<file path="src/rtl/frame_scheduler.sv">
// Frame timing generator plus erase -> move -> draw sequencer for the stacker.
// Latency: frame_tick one cycle after the counter reaches zero; req outputs follow the state register.
// Backpressure: erase/draw reqs hold until their done; ticks arriving mid-sequence are dropped and counted.
module frame_scheduler #(
    parameter int CNT_W       = 32,
    parameter int BASE_PERIOD = 833332,
    parameter int STEP        = 50000,
    parameter int MIN_PERIOD  = 100000,
    parameter int LEVEL_W     = 4,
    parameter int MAX_LEVEL   = 15
) (
    input  logic               clk,
    input  logic               resetn,
    input  logic               enable,
    input  logic               level_up,
    input  logic               level_clr,
    input  logic               erase_done,
    input  logic               draw_done,
    output logic               frame_tick,
    output logic               erase_req,
    output logic               move_pulse,
    output logic               draw_req,
    output logic               busy,
    output logic [LEVEL_W-1:0] level,
    output logic [CNT_W-1:0]   period,
    output logic [7:0]         overrun_cnt
);

    // One extra bit beyond the product width so BASE - level*STEP can go negative.
    localparam int PW = CNT_W + LEVEL_W + 1;

    localparam logic signed [PW-1:0]  LP_BASE    = PW'(BASE_PERIOD);
    localparam logic signed [PW-1:0]  LP_STEP    = PW'(STEP);
    localparam logic signed [PW-1:0]  LP_MIN     = PW'(MIN_PERIOD);
    localparam logic [CNT_W-1:0]      LP_RST_CNT = CNT_W'(BASE_PERIOD);
    localparam logic [CNT_W-1:0]      LP_ONE     = CNT_W'(1);
    localparam logic [LEVEL_W-1:0]    LP_LVL_MAX = LEVEL_W'(MAX_LEVEL);
    localparam logic [LEVEL_W-1:0]    LP_LVL_ONE = LEVEL_W'(1);

    typedef enum logic [1:0] {
        S_IDLE  = 2'd0,
        S_ERASE = 2'd1,
        S_MOVE  = 2'd2,
        S_DRAW  = 2'd3
    } state_t;

    state_t               r_state;
    state_t               w_state_nxt;
    logic [CNT_W-1:0]     r_counter;
    logic [CNT_W-1:0]     r_period;
    logic [LEVEL_W-1:0]   r_level;
    logic                 r_frame_tick;
    logic [7:0]           r_overrun;

    logic signed [PW-1:0] w_level_ext;
    logic signed [PW-1:0] w_period_calc;
    logic [CNT_W-1:0]     w_period_nxt;
    logic                 w_erase_req;
    logic                 w_move_pulse;
    logic                 w_draw_req;
    logic                 w_busy;

    // Signed period arithmetic; an underflow lands below the floor and is clamped.
    assign w_level_ext   = {{(PW-LEVEL_W){1'b0}}, r_level};
    assign w_period_calc = LP_BASE - (w_level_ext * LP_STEP);
    assign w_period_nxt  = (w_period_calc < LP_MIN) ? LP_MIN[CNT_W-1:0]
                                                    : w_period_calc[CNT_W-1:0];

    // Level register: clear wins over increment, increment saturates.
    always_ff @(posedge clk or negedge resetn) begin
        if (!resetn) begin
            r_level <= '0;
        end else if (level_clr) begin
            r_level <= '0;
        end else if (level_up && (r_level < LP_LVL_MAX)) begin
            r_level <= r_level + LP_LVL_ONE;
        end
    end

    // Registered reload value, one cycle behind the level register.
    always_ff @(posedge clk or negedge resetn) begin
        if (!resetn) begin
            r_period <= LP_RST_CNT;
        end else begin
            r_period <= w_period_nxt;
        end
    end

    // Frame divider: counts down while enabled, reloads and ticks at zero.
    always_ff @(posedge clk or negedge resetn) begin
        if (!resetn) begin
            r_counter    <= LP_RST_CNT;
            r_frame_tick <= 1'b0;
        end else if (enable) begin
            if (r_counter == '0) begin
                r_counter    <= r_period;
                r_frame_tick <= 1'b1;
            end else begin
                r_counter    <= r_counter - LP_ONE;
                r_frame_tick <= 1'b0;
            end
        end else begin
            r_frame_tick <= 1'b0;
        end
    end

    // Sequencer state register.
    always_ff @(posedge clk or negedge resetn) begin
        if (!resetn) begin
            r_state <= S_IDLE;
        end else begin
            r_state <= w_state_nxt;
        end
    end

    // Sequencer next state and Moore outputs; done inputs only matter in their own state.
    always_comb begin
        w_state_nxt  = r_state;
        w_erase_req  = 1'b0;
        w_move_pulse = 1'b0;
        w_draw_req   = 1'b0;
        w_busy       = 1'b1;
        case (r_state)
            S_IDLE: begin
                w_busy = 1'b0;
                if (r_frame_tick) begin
                    w_state_nxt = S_ERASE;
                end
            end
            S_ERASE: begin
                w_erase_req = 1'b1;
                if (erase_done) begin
                    w_state_nxt = S_MOVE;
                end
            end
            S_MOVE: begin
                w_move_pulse = 1'b1;
                w_state_nxt  = S_DRAW;
            end
            S_DRAW: begin
                w_draw_req = 1'b1;
                if (draw_done) begin
                    w_state_nxt = S_IDLE;
                end
            end
            default: begin
                w_state_nxt = S_IDLE;
            end
        endcase
    end

    // Ticks that land while a sequence is in flight are dropped; count them, saturating.
    always_ff @(posedge clk or negedge resetn) begin
        if (!resetn) begin
            r_overrun <= '0;
        end else if (r_frame_tick && (r_state != S_IDLE) && (r_overrun != 8'hFF)) begin
            r_overrun <= r_overrun + 8'd1;
        end
    end

    assign frame_tick  = r_frame_tick;
    assign erase_req   = w_erase_req;
    assign move_pulse  = w_move_pulse;
    assign draw_req    = w_draw_req;
    assign busy        = w_busy;
    assign level       = r_level;
    assign period      = r_period;
    assign overrun_cnt = r_overrun;

endmodule

</file>
<file path="config.mk">
export PLATFORM = sky130hd
export DESIGN_NAME = frame_scheduler
export DESIGN_NICKNAME = d
export VERILOG_FILES = /design/src/rtl/frame_scheduler.sv
export SDC_FILE = /design/constraint.sdc
export NUM_CORES = 1
export LEC_CHECK = 0
export ABC_CLOCK_PERIOD_IN_PS = 4400
export BUFFER_PORTS_ARGS = -buffer_cell sky130_fd_sc_hd__buf_2
export CORE_MARGIN = 2
export CORE_UTILIZATION = 45
export DETAILED_ROUTE_END_ITERATION = 12
export MAX_ROUTING_LAYER = met4
export PLACE_DENSITY_LB_ADDON = 0.12
export SLEW_MARGIN = 20
export SYNTH_ARGS = -nofsm -noshare
export SYNTH_HDL_FRONTEND = slang
export SYNTH_SLANG_ARGS = --single-unit
</file>
<file path="constraint.sdc">
create_clock -name clk -period 4.4 [get_ports clk]
set_input_delay 0.88 -clock clk [delete_from_list [all_inputs] [get_ports clk]]
set_output_delay 0.88 -clock clk [all_outputs]
set_load 0.005 [all_outputs]
</file>
==> out/results.txt <==
Setup WS pre-CTS = 0.722 ps
Starting Density = 46.0%
Nets = 586
Synthesized area = 4470 sq um
Layout cell share with drive strength beyond 1 = 23.2%
Crit Path Category = reg -> reg
Most used DFF post-synth = dfrtp_1
Count of cell types in the netlist = 71
Die Span X = 104 um
Via count = 3,841
IO Port Bufs = 52
Vias per inst = 5.57
Clock skew = 18.8 ps
Diodes inserted = 0
Slowest cell on crit path = o311ai_1
Synth warnings = 0
Cell Chain, Critical Path = ha_1 -> xor2_1 -> ha_1 -> a21o_1 -> ha_1 -> nand4_1 -> a21oi_1 -> o311ai_1 -> a31oi_1 -> o21a_1 -> nor4_1 -> nor4_1 -> ha_2 -> clkinvlp_4 -> and2_1
Sequential fraction of the synthesis area = 37.0%
Slew at the pin with the worst max-slew slack = 1000 ps
MaxCap Viol Count = 0
Placed insts = 672
# setup viols final = 0
Final critical-path share of the clock period = 94.5%
# hold bufs at CTS = 0
Worst Setup End Kind = flip-flop
Post-route cell area = 5030 sq um
Final Hold Fails = 0
#FFs+latches synth = 65
First-pass DRT Iterations = 4
CTS sink cnt = 65
Startpoint Class = flip-flop
CTS tree = yes
Die height = 104 um
Max Slew Vio Count = 0
Drt total wl = 10.3 mm
Synth area leader = dfrtp_1
Largest cells by area after synthesis = dfrtp_1, dfstp_2, ha_1, a21oi_1, nand2_1
Dpl hpwl = 7.57 mm
RePlAce Congestion = 0.873
DP Area = 4750 sq um
Drt wl/cell = 15.0 um
Yosys top cell area share = 24.0%
GRT Total Usage = 19.9%
EDFF count, synth = 0
Maximum vdd drop = 0.140 mV
Antenna Violating Nets Remaining = 0
Clock latency at the later pin of the worst-skew pair = 350 ps
IO Count = 56
Syn Inst Count = 512
Worst EP arrival = 4400 ps
Worst min path class = reg -> reg
PD cells = 385 nW/um^2
Crit-path max cell delay = 530 ps
CTS max path bufs = 2
Rows = 36
Worst path most repeated cell = ha_1
TritonCTS Buffers = 9
Largest net degree at the start of global routing = 59
CP Max Fanout = 10
# DRC = 0
Max-slew headroom = 33.3%
Die area = 10,800 sq um
Status = finished clean
Mapped Avg Cell Area = 8.74 sq um
Clk slew on worst S/H paths = 70 ps
First-pass GRT wire length = 17.2 mm
Number of global-route vias before repair = 3,539
Asr flop ratio synth = 100%
Layout area overhead = 12.4%
Min Tclk post-route = 4160 ps
Leak = 0.00234 uW
Max Clk Rate = 241 MHz
Gr ovfl total = 0
Core area = 9730 sq um
Non-Filler Instances = 689
Fillers = 974
Critical Path RT = 4640 ps
Antenna violations before repair = 0
H-tree level count = 3
Tot Pwr = 1930 uW
Worst setup margin = 244 ps
Starting DRC count in detailed routing = 177
Clock root cell = clkbuf_8
[through the flow]
stage	utilization (%)	setup TNS, ps	hold WS (ps)
floorplan	-	0	481
global placement	48.9	0	475
detailed placement	48.9	0	487
CTS	51.0	0	500
global route	51.7	-2.77	521
finish	51.7	0	494
[flip-flops by register name, summed over array words and instances (netlist names)]
name,flops
overrun_cnt,8
frame_tick,1
period,18
r_state,2
level,4
r_counter,32
[cell families after synthesis]
kind of cell | Yosys count | share of synthesized area, %
simple gates | 170 | 20.6
compound gates | 148 | 20.8
buf+inv | 69 | 7.58
flops | 65 | 37.0
fa+ha+maj | 28 | 7.83
xor+xnor | 28 | 5.48
mux | 3 | 0.699
other cells | 1 | 0.0838
[critical path: cells and delay by family, from the launching register on]
family | cells | cell delay [ps]
compound gates | 5 | 1210
xor+xnor | 1 | 160
fa+ha+maj | 4 | 1260
buf+inv | 1 | 210
flops | 1 | 470
simple gates | 4 | 740
[final timing paths]
path / from / endpoint / slack [ps] / cells after the start
max in group asynchronous: resetn / period[8] / 2810 / 2
worst min register to register: overrun_cnt[7] / overrun_cnt[7] / 490 / 1
worst max register to register: level[3] / period[17] / 240 / 15
worst max-delay path: level[3] / period[17] / 240 / 15
min in group asynchronous: resetn / r_counter[25] / 670 / 1
worst min-delay path: overrun_cnt[7] / overrun_cnt[7] / 490 / 1
[synth_stat cells (9+ instances only)]
library cell  count
inv_1            34
a21oi_1          62
o31ai_1           9
xor2_1           10
xnor2_1          18
ha_1             28
nand4_1           9
buf_4            14
nand2_1          50
dfstp_2          22
nand3_1          11
clkbuf_1         13
nor2_1           30
dfrtp_1          43
o21ai_0          25
nor3_1           10
[routing by layer]
metal | wire, um | global-route usage (%)
met2 | 4930 | 31.3
met1 | 4860 | 26.4
met5 | 0 | -
met4 | 129 | 5.50
met3 | 395 | 3.78
[placed cells by master, fill, tap and decap left out, types with 4 or more instances in the layout]
master	netlist	final
a21oi_1	62	62
a31oi_1	5	5
and2_1	7	7
and3_1	4	4
buf_2	4	52
buf_4	14	8
clkbuf_8	0	10
dfrtp_1	43	42
dfstp_2	22	22
ha_1	28	27
inv_1	34	34
nand2_1	50	50
nand2b_1	5	5
nand3_1	11	11
nand4_1	9	9
nor2_1	30	30
nor2b_1	4	4
nor3_1	10	10
nor4_1	6	6
o21ai_0	25	25
o22ai_1	7	7
o31ai_1	9	9
or2_2	6	6
or3_1	5	5
xnor2_1	18	16
xor2_1	10	8
[power breakdown]
part / leakage, uW / switching (uW) / internal (uW)
clock network: 0.0000985 / 244 / 278
logic: 0.00144 / 312 / 217
registers: 0.000797 / 131 / 753
total: 0.00234 / 687 / 1250
[repair_timing]
item / in CTS / in global routing
gates cloned: 0 / 0
gates resized for setup: 1 / 11
setup buffers: 0 / 1
pin swaps: 0 / 1
endpoints found under the setup margin: 1 / 12
[cell type report]
class | instances | area (sq um) | share of cell area (%)
clock buffer | 10 | 138 | 2.74
clock inverter | 6 | 67.6 | 1.34
inverter | 35 | 135 | 2.69
multi-input combinational | 380 | 2540 | 50.6
sequential | 65 | 1660 | 32.9
tap | 133 | 166 | 3.31
timing repair buffer | 60 | 320 | 6.37
Power figures use the tool's default switching activity.
